--- src/rtl/wb_pkg.sv ---
// Shared types and constants for the writeback stage.
// Writeback source select encodings and load funct3 codes.
package wb_pkg;

    typedef enum logic [1:0] {
        WB_ALU = 2'd0,
        WB_MEM = 2'd1,
        WB_IMM = 2'd2,
        WB_PC4 = 2'd3
    } wb_sel_e;

    localparam logic [2:0] F3_LB  = 3'b000;
    localparam logic [2:0] F3_LH  = 3'b001;
    localparam logic [2:0] F3_LW  = 3'b010;
    localparam logic [2:0] F3_LBU = 3'b100;
    localparam logic [2:0] F3_LHU = 3'b101;

endpackage

--- src/rtl/wb_load_ext.sv ---
// Load data extraction: picks a byte/half of the raw load word
// and sign- or zero-extends it to XLEN.
module wb_load_ext
    import wb_pkg::*;
#(
    parameter int XLEN = 32
) (
    input  logic [2:0]      funct3,
    input  logic [1:0]      addr,
    input  logic [XLEN-1:0] dout,
    output logic [XLEN-1:0] ext
);

    logic [7:0]  byte_sel;
    logic [15:0] half_sel;

    always_comb begin
        byte_sel = dout[7:0];
        case (addr)
            2'd0:    byte_sel = dout[7:0];
            2'd1:    byte_sel = dout[15:8];
            2'd2:    byte_sel = dout[23:16];
            default: byte_sel = dout[31:24];
        endcase
        half_sel = addr[1] ? dout[31:16] : dout[15:0];
    end

    always_comb begin
        ext = dout;
        case (funct3)
            F3_LB:   ext = {{(XLEN-8){byte_sel[7]}}, byte_sel};
            F3_LBU:  ext = {{(XLEN-8){1'b0}}, byte_sel};
            F3_LH:   ext = {{(XLEN-16){half_sel[15]}}, half_sel};
            F3_LHU:  ext = {{(XLEN-16){1'b0}}, half_sel};
            F3_LW:   ext = dout;
            default: ext = dout;
        endcase
    end

endmodule

--- src/rtl/wb_arbiter_stage.sv ---
// Writeback stage: merges the in-order pipe result with long-latency
// units onto the single regfile write port, registered by one cycle.
module wb_arbiter_stage
    import wb_pkg::*;
#(
    parameter int XLEN       = 32,
    parameter int NUM_EXT    = 2,
    parameter int STARVE_MAX = 4
) (
    input  logic                    clk,
    input  logic                    rst_n,
    input  logic                    flush,
    input  logic                    p_valid,
    output logic                    p_ready,
    input  logic [31:0]             p_instr,
    input  logic [XLEN-1:0]         p_pc4,
    input  logic [XLEN-1:0]         p_alu,
    input  logic [XLEN-1:0]         p_imm,
    input  logic [XLEN-1:0]         p_dout,
    input  logic [1:0]              p_wb_sel,
    input  logic [NUM_EXT-1:0]      x_valid,
    output logic [NUM_EXT-1:0]      x_ready,
    input  logic [NUM_EXT*5-1:0]    x_rd,
    input  logic [NUM_EXT*XLEN-1:0] x_data,
    output logic                    rf_we,
    output logic [4:0]              rf_waddr,
    output logic [XLEN-1:0]         rf_wdata
);

    localparam int PW = (NUM_EXT > 1) ? $clog2(NUM_EXT) : 1;
    localparam int SW = $clog2(STARVE_MAX + 1);

    logic [4:0]      p_rd;
    logic [2:0]      p_f3;
    logic [XLEN-1:0] ld_ext;
    logic [XLEN-1:0] p_data;

    logic [PW-1:0]   ptr_q, ptr_d;
    logic [SW-1:0]   starve_q, starve_d;
    logic            rf_we_q, rf_we_d;
    logic [4:0]      rf_waddr_q, rf_waddr_d;
    logic [XLEN-1:0] rf_wdata_q, rf_wdata_d;

    logic            any_x;
    logic            starved;
    logic            pipe_gnt;
    logic            ext_gnt;
    logic [PW-1:0]   win;
    logic            found;
    logic [PW-1:0]   idx;
    logic [4:0]      ext_rd;
    logic [XLEN-1:0] ext_data;
    logic [NUM_EXT-1:0] x_ready_c;
    logic [4:0]      wr_rd;
    logic [XLEN-1:0] wr_data;

    logic unused_instr_bits;

    assign p_rd = p_instr[11:7];
    assign p_f3 = p_instr[14:12];
    assign unused_instr_bits = ^{p_instr[31:15], p_instr[6:0]};

    wb_load_ext #(.XLEN(XLEN)) u_load_ext (
        .funct3 (p_f3),
        .addr   (p_alu[1:0]),
        .dout   (p_dout),
        .ext    (ld_ext)
    );

    always_comb begin
        p_data = p_alu;
        case (wb_sel_e'(p_wb_sel))
            WB_ALU:  p_data = p_alu;
            WB_MEM:  p_data = ld_ext;
            WB_IMM:  p_data = p_imm;
            WB_PC4:  p_data = p_pc4;
            default: p_data = p_alu;
        endcase
    end

    // Round-robin search: lowest valid index at or after ptr, wrapping.
    always_comb begin
        win   = '0;
        found = 1'b0;
        idx   = '0;
        for (int i = 0; i < NUM_EXT; i++) begin
            idx = PW'((int'(ptr_q) + i) % NUM_EXT);
            if (!found && x_valid[idx]) begin
                found = 1'b1;
                win   = idx;
            end
        end
    end

    always_comb begin
        ext_rd   = x_rd[4:0];
        ext_data = x_data[XLEN-1:0];
        for (int i = 0; i < NUM_EXT; i++) begin
            if (PW'(i) == win) begin
                ext_rd   = x_rd[i*5 +: 5];
                ext_data = x_data[i*XLEN +: XLEN];
            end
        end
    end

    // A flushed pipe request is consumed but never competes for the port.
    always_comb begin
        any_x    = |x_valid;
        starved  = (starve_q == SW'(STARVE_MAX));
        pipe_gnt = p_valid && !flush && !(starved && any_x);
        ext_gnt  = any_x && !pipe_gnt;
    end

    always_comb begin
        x_ready_c = '0;
        x_ready_c[win] = ext_gnt;
        x_ready = rst_n ? x_ready_c : '0;
        p_ready = rst_n && p_valid && (flush || pipe_gnt);
    end

    always_comb begin
        ptr_d    = ptr_q;
        starve_d = starve_q;
        if (ext_gnt) begin
            starve_d = '0;
            if (int'(win) == NUM_EXT - 1) ptr_d = '0;
            else ptr_d = win + PW'(1);
        end else if (any_x && !flush && !starved) begin
            starve_d = starve_q + SW'(1);
        end
    end

    always_comb begin
        wr_rd      = pipe_gnt ? p_rd : ext_rd;
        wr_data    = pipe_gnt ? p_data : ext_data;
        rf_we_d    = (pipe_gnt || ext_gnt) && (wr_rd != 5'd0);
        rf_waddr_d = rf_waddr_q;
        rf_wdata_d = rf_wdata_q;
        if (pipe_gnt || ext_gnt) begin
            rf_waddr_d = wr_rd;
            rf_wdata_d = wr_data;
        end
    end

    always_ff @(posedge clk or negedge rst_n) begin
        if (!rst_n) begin
            ptr_q      <= '0;
            starve_q   <= '0;
            rf_we_q    <= 1'b0;
            rf_waddr_q <= '0;
            rf_wdata_q <= '0;
        end else begin
            ptr_q      <= ptr_d;
            starve_q   <= starve_d;
            rf_we_q    <= rf_we_d;
            rf_waddr_q <= rf_waddr_d;
            rf_wdata_q <= rf_wdata_d;
        end
    end

    assign rf_we    = rf_we_q;
    assign rf_waddr = rf_waddr_q;
    assign rf_wdata = rf_wdata_q;

endmodule

--- config.mk ---
export PLATFORM = sky130hd
export DESIGN_NAME = wb_arbiter_stage
export DESIGN_NICKNAME = d
export VERILOG_FILES = /design/src/rtl/wb_pkg.sv /design/src/rtl/wb_load_ext.sv /design/src/rtl/wb_arbiter_stage.sv
export SDC_FILE = /design/constraint.sdc
export NUM_CORES = 1
export LEC_CHECK = 0
export BUFFER_PORTS_ARGS = -buffer_cell sky130_fd_sc_hd__buf_2
export CELL_PAD_IN_SITES_DETAIL_PLACEMENT = 1
export CELL_PAD_IN_SITES_GLOBAL_PLACEMENT = 1
export CORE_MARGIN = 5
export CORE_UTILIZATION = 28
export CTS_CLUSTER_DIAMETER = 40
export CTS_CLUSTER_SIZE = 20
export DETAILED_ROUTE_END_ITERATION = 10
export GPL_ROUTABILITY_DRIVEN = 0
export HOLD_SLACK_MARGIN = 0.08
export PLACE_DENSITY_LB_ADDON = 0.1
export SKIP_CTS_REPAIR_TIMING = 1
export SYNTH_ARGS = -nofsm -noshare
export SYNTH_HDL_FRONTEND = slang
export SYNTH_SLANG_ARGS = --single-unit
export TNS_END_PERCENT = 100
--- constraint.sdc ---
create_clock -name clk -period 1.8 [get_ports clk]
set_input_delay 0.36 -clock clk [delete_from_list [all_inputs] [get_ports clk]]
set_output_delay 0.36 -clock clk [all_outputs]
set_load 0.01 [all_outputs]
==> results.sh, run 1 <==
export IMPL_drv_slew=0
export IMPL_dr_wl_met3_um=1280
export IMPL_ant_nets=0
export IMPL_crit_type="reg2out"
export IMPL_critPathLaunchType="flip-flop"
export IMPL_ys_flop_type="dfrtp_1"
export IMPL_post_route_drc_count=0
export IMPL_clockBufferDepth=2
export IMPL_period_minus_slack_ps=1840
export IMPL_timing_final_hold_violations=0
export IMPL_p_per_area_mw_per_mm2=589
export IMPL_fin_ws_ps=-37.7
export IMPL_met1_length_um=8100
export IMPL_violations="negative setup slack"
export IMPL_end_kind="primary output"
export IMPL_grt_ovfl_total=0
export IMPL_cts_root_buf="clkbuf_16"
export IMPL_num_rows=42
export IMPL_top_layer="met5"
export IMPL_design_core_area_sq_mm=0.0134
export IMPL_ys_seq_elements=42
export IMPL_cp_max_fo=3
export IMPL_fill_cells=1695
export IMPL_synth_avg_cell_area_sq_um=7.89
export IMPL_clkSlewWorstSetupHoldPaths_ps=70
export IMPL_cap_violations=0
export IMPL_finalCritPeriodShare_pct=102
export IMPL_run_status="finished with violations"
export IMPL_pre_cts_ws_ps=-257
export IMPL_seqCellArea_sq_mm=0.00105
export IMPL_multiInputGateArea_sq_mm=0.00264
export IMPL_synth_edf_count=0
export IMPL_grt_pass1_vias=5271
export IMPL_required_ps=1440
export IMPL_setup_viol=3
export IMPL_synth_common_cells="nand2_1 (63), o21ai_0 (52), a21oi_1 (45), nor2_1 (45), dfrtp_1 (42)"
export IMPL_yosysTopAreaCell="dfrtp_1"
export IMPL_numCtsBuffers=5
export IMPL_wl_met2_um=9520
export IMPL_cp_arrival_ps=1480
export IMPL_synth_cell_types=48
export IMPL_max_slew_margin_pct=55.4
export IMPL_netlist_area_leader_share_pct=27.2
export IMPL_endpoint="x_ready[1]"
export IMPL_vias_per_cell=5.18
export IMPL_start_util_pct=28.8
export IMPL_leakagePower_uw=0.00288
export IMPL_ios=283
export IMPL_dp_hpwl_um=15500
export IMPL_r2r_cells=9
export IMPL_ir_drop_mv=0.326
export IMPL_drive_gt1_share_pct=48.4
export IMPL_first_pass_iters=4
export IMPL_syn_nets=733
export IMPL_stdcell_area_sq_mm=0.00582
export IMPL_hold_class="in2async"
export IMPL_insertion_delay_ps=290
export IMPL_fmax_mhz=544
export IMPL_yosys_warnings=0
export IMPL_cts_tree="built"
export IMPL_placed_cell_area_sq_mm=0.00559
export IMPL_reg2reg_slack_ps=30
export IMPL_clock_skew_ps=4.92
export IMPL_htree_levels=2
export IMPL_synth_area_sq_mm=0.00386
export IMPL_cp_startpoint="starve_q[0]$_DFFE_PN0P_"
export IMPL_die_area_sq_mm=0.0162
export IMPL_cp_slowest_cell="dfrtp_1"
export IMPL_avgRoutedWirePerCell_um=20.6
export IMPL_drtIter0Drc=220
export IMPL_max_stage_delay_ps=410
export IMPL_r2r_start="starve_q[0]$_DFFE_PN0P_"
export IMPL_synthArstFlopShare_pct=100
export IMPL_dr_total_vias=4858
export IMPL_r2r_end="rf_wdata[7]$_DFFE_PN0P_"
export IMPL_tightest_slew_ps=668
export IMPL_cp_cell_sequence="inv_2 -> ha_4 -> nand2_4 -> a21oi_4 -> nand2_2 -> nor2_1 -> buf_2"
export IMPL_ys_top_cells_by_area="dfrtp_1 (27%), mux2_2 (7.9%), mux2i_1 (7.0%)"
export IMPL_synth_most_common_cell="nand2_1"
export IMPL_synth_cells=489
export IMPL_antenna_found_initial=2
export IMPL_die_h_um=127
export IMPL_numPortBuffers=258
export IMPL_synth_seq_area_share_pct=27.2
export IMPL_final_nets=1004
export IMPL_grt_pass1_wl_um=29000
export IMPL_grt_usage_pct=22.8
export IMPL_drt_total_wl_um=19300
export IMPL_rsz0062_at_grt="yes"
export IMPL_fp_dieW_um=127
export IMPL_grt_max_degree=53
export IMPL_cts_sinks=42
export IMPL_syn_to_final_growth_pct=50.7
==> flip-flops by register name, summed over array words and instances (netlist names) <==
name / cells
rf_wdata: 32
rf_we: 1
rf_waddr: 5
starve_q: 3
ptr_q: 1
==> report_power, final <==
group | internal, uW | switching [uW] | total (uW)
Clock | 517 | 423 | 939
Combinational | 650 | 711 | 1360
Sequential | 1060 | 64.9 | 1130
Total | 2230 | 1200 | 3430
==> worst max-delay path: cells and delay by family, from the launching register on <==
family,cells,cell delay [ps]
adders and majority gates,1,130
and+or+nand+nor,3,240
DFF,1,410
buffers and inverters,2,220
AOI/OAI and AO/OA,1,180
==> through the flow <==
step	power (uW)	TNS [ps]	utilization (%)	cells	hold slack, ps
6_report	3430	-85.5	43.4	938	122
5_1_grt	3620	-312	43.4	938	139
4_1_cts	3430	-2340	42.8	933	105
3_5_place_dp	2490	-3580	41.7	925	419
3_3_place_gp	2450	-2370	41.7	925	424
2_1_floorplan	1790	0	-	489	64.4
==> cell families after synthesis <==
logic type	share of synthesized area, %
AO/OA/AOI/OAI	33.1
AND/OR/NAND/NOR	16.5
multiplexers	16.2
buffers and inverters	6.00
flip-flops	27.2
adder cells (fa/ha/maj)	0.648
XOR/XNOR	0.227
==> metal layers <==
metal	vias up	global-route usage, %
met1	2305	29.3
met2	201	39.1
li1	2320	-
met4	2	6.50
met3	30	4.05
met5	-	0
==> worst min-delay path by stage <==
stage,startpoint,to,slack [ps],depth (start not counted)
global placement,rst_n,rf_waddr[1]$_DFFE_PN0P_,420,2
detailed placement,rst_n,rf_waddr[1]$_DFFE_PN0P_,420,2
floorplan,rst_n,ptr_q$_DFFE_PN0P_,60,0
CTS,rst_n,rf_waddr[1]$_DFFE_PN0P_,110,2
finish,rst_n,rf_waddr[1]$_DFFE_PN0P_,120,2
global route,rst_n,rf_waddr[1]$_DFFE_PN0P_,140,2
==> layout make-up <==
class | count | share of cell area, %
multi-input combinational | 399 | 45.4
antenna | 1 | 0.0430
clock buffer | 6 | 2.22
inverter | 7 | 0.452
clock inverter | 2 | 0.237
timing repair buffer | 305 | 29.8
tap | 176 | 3.79
sequential | 42 | 18.1
==> cell usage in the layout (no fill, tap or decap), types with 4 or more instances in the layout <==
master and n:
buf_2 258, nand2_1 61, o21ai_0 52, nor2_1 45, a21oi_1 44, dfrtp_1 42, buf_4 39, mux2_2 27
mux2i_1 26, a22oi_1 26, nand2b_1 21, o221ai_1 12, a21oi_2 10, o21ai_1 10, a211oi_1 9, buf_12 7
o22a_1 6, inv_1 5, clkbuf_16 5, a21o_1 4, o21a_1 4, a221o_1 4
No activity file was read; power rests on OpenSTA's default activity.
==> run 2, diff against run 1 <==
- CORE_UTILIZATION: 28 -> 30
- SYNTH_HIERARCHICAL: not set -> 1
==> run 2 against run 1 <==
Compared with the run above: worst setup slack lost 130 ps; the run still ends with negative setup slack left; area after synthesis grew 3.9%; clock-buffer cell count shrank 1; highest routed layer unchanged; worst hold slack lost 22 ps.
==> results.sh, run 2 <==
export IMPL_grt_ovfl_total=0
export IMPL_reg2reg_slack_ps=30
export IMPL_synthArstFlopShare_pct=100
export IMPL_crit_type="in2reg"
export IMPL_grt_usage_pct=22.7
export IMPL_final_common_cell="buf_2"
export IMPL_design_core_area_sq_mm=0.0132
export IMPL_clkSlewWorstSetupHoldPaths_ps=70
export IMPL_drt_total_wl_um=18700
export IMPL_period_minus_slack_ps=1960
export IMPL_clock_skew_ps=5.93
export IMPL_cap_violations=0
export IMPL_timing_final_hold_violations=0
export IMPL_end_kind="flip-flop"
export IMPL_die_area_sq_mm=0.0158
export IMPL_numPortBuffers=258
export IMPL_vias_per_cell=5.38
export IMPL_mostFrequentLayoutCells="buf_2 (256), buf_4 (54), dfrtp_1 (42)"
export IMPL_start_util_pct=30.4
export IMPL_ys_top_cells_by_area="dfrtp_1 (26%), mux4_2 (18%), mux2i_1 (8.5%)"
export IMPL_fin_util_pct=49.3
export IMPL_totalPowerFinal_uw=3810
export IMPL_ios=283
export IMPL_final_nets=938
export IMPL_ir_drop_mv=0.290
export IMPL_cp_startpoint="p_alu[0]"
export IMPL_cp_max_fo=6
export IMPL_tightest_slew_ps=450
export IMPL_numCtsBuffers=5
export IMPL_p_per_area_mw_per_mm2=585
export IMPL_run_status="finished with violations"
export IMPL_insertion_delay_ps=300
export IMPL_endpoint="rf_wdata[11]$_DFFE_PN0P_"
export IMPL_num_rows=42
export IMPL_syn_nets=639
export IMPL_required_ps=1980
export IMPL_post_route_drc_count=0
export IMPL_holdWs_ps=100
export IMPL_synth_cell_types=46
export IMPL_netlist_area_leader_share_pct=26.2
export IMPL_drtIter0Drc=207
export IMPL_syn_to_final_growth_pct=62.3
export IMPL_leakagePower_uw=0.00313
export IMPL_die_h_um=126
export IMPL_dp_hpwl_um=15200
export IMPL_antenna_found_initial=2
export IMPL_synth_avg_cell_area_sq_um=10.1
export IMPL_ant_nets=0
export IMPL_hold_class="in2async"
export IMPL_finalCritPeriodShare_pct=109
export IMPL_cts_root_buf="clkbuf_16"
export IMPL_synth_most_common_cell="dfrtp_1"
export IMPL_cts_tree="built"
export IMPL_ys_seq_elements=42
export IMPL_ys_flop_type="dfrtp_1"
export IMPL_clockBufferDepth=2
export IMPL_critPathLaunchType="input port"
export IMPL_fp_dieW_um=126
export IMPL_synth_edf_count=0
export IMPL_largest_reg_flops=32
export IMPL_grt_pass1_wl_um=28200
export IMPL_yosys_warnings=6
export IMPL_cp_arrival_ps=2140
export IMPL_grt_pass1_vias=5071
export IMPL_grt_max_degree=34
export IMPL_synth_area_sq_mm=0.00401
export IMPL_synth_seq_area_share_pct=26.2
export IMPL_drive_gt1_share_pct=62.0
export IMPL_max_slew_margin_pct=70.0
export IMPL_r2r_cells=8
export IMPL_cts_sinks=42
export IMPL_r2r_start="starve_q[0]$_DFFE_PN0P_"
export IMPL_yosysTopAreaCell="dfrtp_1"
export IMPL_htree_levels=2
export IMPL_rsz0062_at_grt="yes"
export IMPL_first_pass_iters=4
export IMPL_synth_common_cells="dfrtp_1 (42), nor2_1 (35), mux2i_1 (34)"
export IMPL_setup_viol=27
export IMPL_violations="negative setup slack"
export IMPL_avgRoutedWirePerCell_um=21.5
export IMPL_fmax_mhz=509
export IMPL_dr_total_vias=4692
export IMPL_drv_slew=0
export IMPL_synth_cells=395
export IMPL_r2r_end="rf_wdata[24]$_DFFE_PN0P_"
export IMPL_finalSetupTns_ps=-3060
export IMPL_fin_ws_ps=-163
[run 2: cell families after synthesis]
| group | count (synthesis) | synth area share [%] |
|---|---|---|
| AO/OA/AOI/OAI | 140 | 23.8 |
| XOR/XNOR | 1 | 0.219 |
| adder cells (fa/ha/maj) | 2 | 0.624 |
| buffers and inverters | 53 | 7.59 |
| AND/OR/NAND/NOR | 82 | 9.71 |
| multiplexers | 75 | 31.8 |
| flip-flops | 42 | 26.2 |
[run 2: final cells by class]
class	instances	area [sq um]
clock inverters	3	43.8
fillers	1557	6680
flip-flops and latches	42	1050
repair buffers	330	2090
inverters	15	61.3
well taps	176	220
multi-input cells	300	2910
diodes	1	2.50
clock buffers	5	125
[run 2: per-layer routing]
metal | vias to the layer above | wire length [um] | track usage [%] | share of wire [%]
li1 | 2160 | - | - | -
met1 | 2312 | 7110 | 26.6 | 38
met2 | 184 | 9970 | 41.2 | 53
met3 | 34 | 1200 | 5.76 | 6.4
met4 | 2 | 442 | 5.99 | 2.4
met5 | - | 12 | 0 | 0.064
[run 2: how the worst min path moves through the flow]
stage / from / to / slack (ps) / cells past startpoint
2_1_floorplan: rst_n / ptr_q$_DFFE_PN0P_ / 60 / 0
3_3_place_gp: rst_n / rf_wdata[1]$_DFFE_PN0P_ / 410 / 2
5_1_grt: rst_n / rf_wdata[3]$_DFFE_PN0P_ / 110 / 2
3_5_place_dp: rst_n / rf_wdata[0]$_DFFE_PN0P_ / 420 / 2
4_1_cts: rst_n / rf_wdata[3]$_DFFE_PN0P_ / 90 / 2
6_report: rst_n / rf_wdata[3]$_DFFE_PN0P_ / 100 / 2
[run 2: per-stage QoR]
| step | cell area (sq um) | std cells | setup slack, ps |
|---|---|---|---|
| floorplan | 4030 | 395 | -271 |
| finish | 6510 | 872 | -163 |
| global route | 6510 | 872 | -208 |
| global placement | 5930 | 855 | -501 |
| CTS | 6100 | 863 | -211 |
| detailed placement | 5930 | 855 | -533 |
[run 2: power by group]
| group | switching (uW) | internal, uW | leakage, uW | total, uW |
|---|---|---|---|---|
| Clock | 433 | 659 | 0.0000842 | 1090 |
| Combinational | 752 | 817 | 0.00254 | 1570 |
| Sequential | 81.9 | 1070 | 0.000508 | 1150 |
| Total | 1270 | 2540 | 0.00313 | 3810 |
[run 2: critical path: stages]
cell	delay (ps)
buf_12	110
mux2_4	310
a22oi_4	310
clkbuf_16	230
o221ai_4	110
mux4_2	470
a22oi_2	150
o21ai_1	80
==> run 3, diff against run 2 <==
- REMOVE_ABC_BUFFERS: not set -> 1
==> run 3 against run 2 <==
Compared with the run above: maximum frequency shrank 0.89%; the flow still finishes with violations (negative setup slack); largest cell class unchanged; critical path depth is the same; register-to-register slack gained 60 ps; global-route usage shrank 0.54 points; routed wire length shrank 0.39%.
==> results.sh, run 3 (synthesis gave the netlist of run 2 again) <==
export IMPL_tightest_slew_ps=592
export IMPL_finalNonFillerCells=889
export IMPL_clock_skew_ps=9.45
export IMPL_r2r_end="rf_we$_DFF_PN0_"
export IMPL_drt_total_wl_um=18700
export IMPL_post_route_drc_count=0
export IMPL_cp_arrival_ps=2160
export IMPL_first_pass_iters=4
export IMPL_vias_per_cell=5.29
export IMPL_fin_ws_ps=-181
export IMPL_clockBufferDepth=2
export IMPL_grt_pass1_vias=5243
export IMPL_crit_type="in2reg"
export IMPL_antenna_found_initial=7
export IMPL_period_minus_slack_ps=1980
export IMPL_largest_reg_flops=32
export IMPL_max_stage_delay_ps=480
export IMPL_numCtsBuffers=5
export IMPL_ios=283
export IMPL_cap_violations=0
export IMPL_stdcell_area_sq_mm=0.00659
export IMPL_grt_ovfl_total=0
export IMPL_mostFrequentLayoutCells="buf_2 (254), buf_4 (72), dfrtp_1 (42)"
export IMPL_cp_startpoint="p_alu[0]"
export IMPL_setup_viol=31
export IMPL_critPathLaunchType="input port"
export IMPL_drv_slew=0
export IMPL_dp_cells=868
export IMPL_final_common_cell="buf_2"
export IMPL_fp_dieW_um=126
export IMPL_cp_max_fo=6
export IMPL_cp_cell_sequence="buf_12 -> mux2_4 -> a22oi_4 -> clkbuf_16 -> o22ai_1 -> mux4_2 -> a22oi_2 -> o21ai_1"
export IMPL_die_area_sq_mm=0.0158
export IMPL_die_h_um=126
export IMPL_dr_total_vias=4699
export IMPL_cts_tree="built"
export IMPL_clkSlewWorstSetupHoldPaths_ps=70
export IMPL_max_slew_margin_pct=60.1
export IMPL_dp_hpwl_um=14400
export IMPL_design_core_area_sq_mm=0.0132
export IMPL_ir_drop_mv=0.324
export IMPL_p_per_area_mw_per_mm2=561
export IMPL_grt_max_degree=44
export IMPL_run_status="finished with violations"
export IMPL_syn_to_final_growth_pct=64.4
export IMPL_drtIter0Drc=165
export IMPL_placed_cell_area_sq_mm=0.00598
export IMPL_final_nets=952
export IMPL_reg2reg_slack_ps=90
export IMPL_num_rows=42
export IMPL_r2r_start="starve_q[1]$_DFFE_PN0P_"
export IMPL_drive_gt1_share_pct=62.5
export IMPL_endpoint="rf_wdata[19]$_DFFE_PN0P_"
export IMPL_required_ps=1980
export IMPL_rsz0062_at_grt="yes"
export IMPL_grt_pass1_wl_um=28000
export IMPL_hold_class="in2async"
export IMPL_avgRoutedWirePerCell_um=21.0
export IMPL_end_kind="flip-flop"
export IMPL_violations="negative setup slack"
export IMPL_htree_levels=2
export IMPL_leakagePower_uw=0.00315
export IMPL_start_util_pct=30.4
export IMPL_insertion_delay_ps=290
export IMPL_cp_slowest_cell="mux4_2"
export IMPL_ant_nets=0
export IMPL_numPortBuffers=258
export IMPL_r2r_cells=6
export IMPL_cts_root_buf="clkbuf_16"
export IMPL_finalCritPeriodShare_pct=110
export IMPL_cts_sinks=42
export IMPL_timing_final_hold_violations=0
export IMPL_fmax_mhz=505
export IMPL_grt_usage_pct=22.2
## run 3: cell count changes in the layout (fill, tap and decap cells not counted), sizes merged
cell and delta:
diode +3, dlygate4sd3 +1, buf +13, clkinv -1, bufinv -1, clkinvlp +2
## run 3: where the power goes
part	total (uW)	switching, uW	internal, uW
registers	1140	78.2	1070
logic	1590	759	835
clock network	959	436	523
## run 3: final cells by class
class,count,area (sq um)
sequential,42,1050
fill,1574,6600
tap,176,220
timing repair buffer,344,2140
clock buffer,5,125
inverter,15,60.1
antenna,4,10.0
clock inverter,3,25.0
multi-input combinational,300,2960
## run 3: routing by layer
metal / global-route usage, % / vias to the layer above / part of all wire, %
met1: 26.6 / 2301 / 41
met3: 5.80 / 28 / 6.2
met5: 0 / - / 0.18
met2: 39.3 / 176 / 51
li1: - / 2188 / -
met4: 5.80 / 6 / 2.1
## run 3: how the worst min path moves through the flow
stage	cells after the start	slack, ps	endpoint
finish	2	160	rf_wdata[7]$_DFFE_PN0P_
global route	2	180	rf_wdata[7]$_DFFE_PN0P_
CTS	1	-100	rf_wdata[4]$_DFFE_PN0P_
detailed placement	1	210	rf_wdata[4]$_DFFE_PN0P_
global placement	1	210	ptr_q$_DFFE_PN0P_
floorplan	0	60	ptr_q$_DFFE_PN0P_
## run 3: stage by stage
| step | hold slack [ps] | TNS [ps] | utilization, % | worst slack, ps | total power [uW] |
|---|---|---|---|---|---|
| after floorplan | 64.4 | -19290 | - | -700 | 1770 |
| after global placement | 213 | -13400 | 45.3 | -509 | 2550 |
| after detailed placement | 211 | -15020 | 45.3 | -605 | 2590 |
| after CTS | -98.1 | -5610 | 46.4 | -290 | 3570 |
| after global routing | 180 | -4800 | 50.0 | -204 | 3920 |
| final | 158 | -3390 | 50.0 | -181 | 3700 |
## run 3: worst max-delay path: cells and delay by family
kind / cells / cell delay (ps)
mux: 2 / 790
buf+inv: 2 / 340
compound gates: 4 / 680
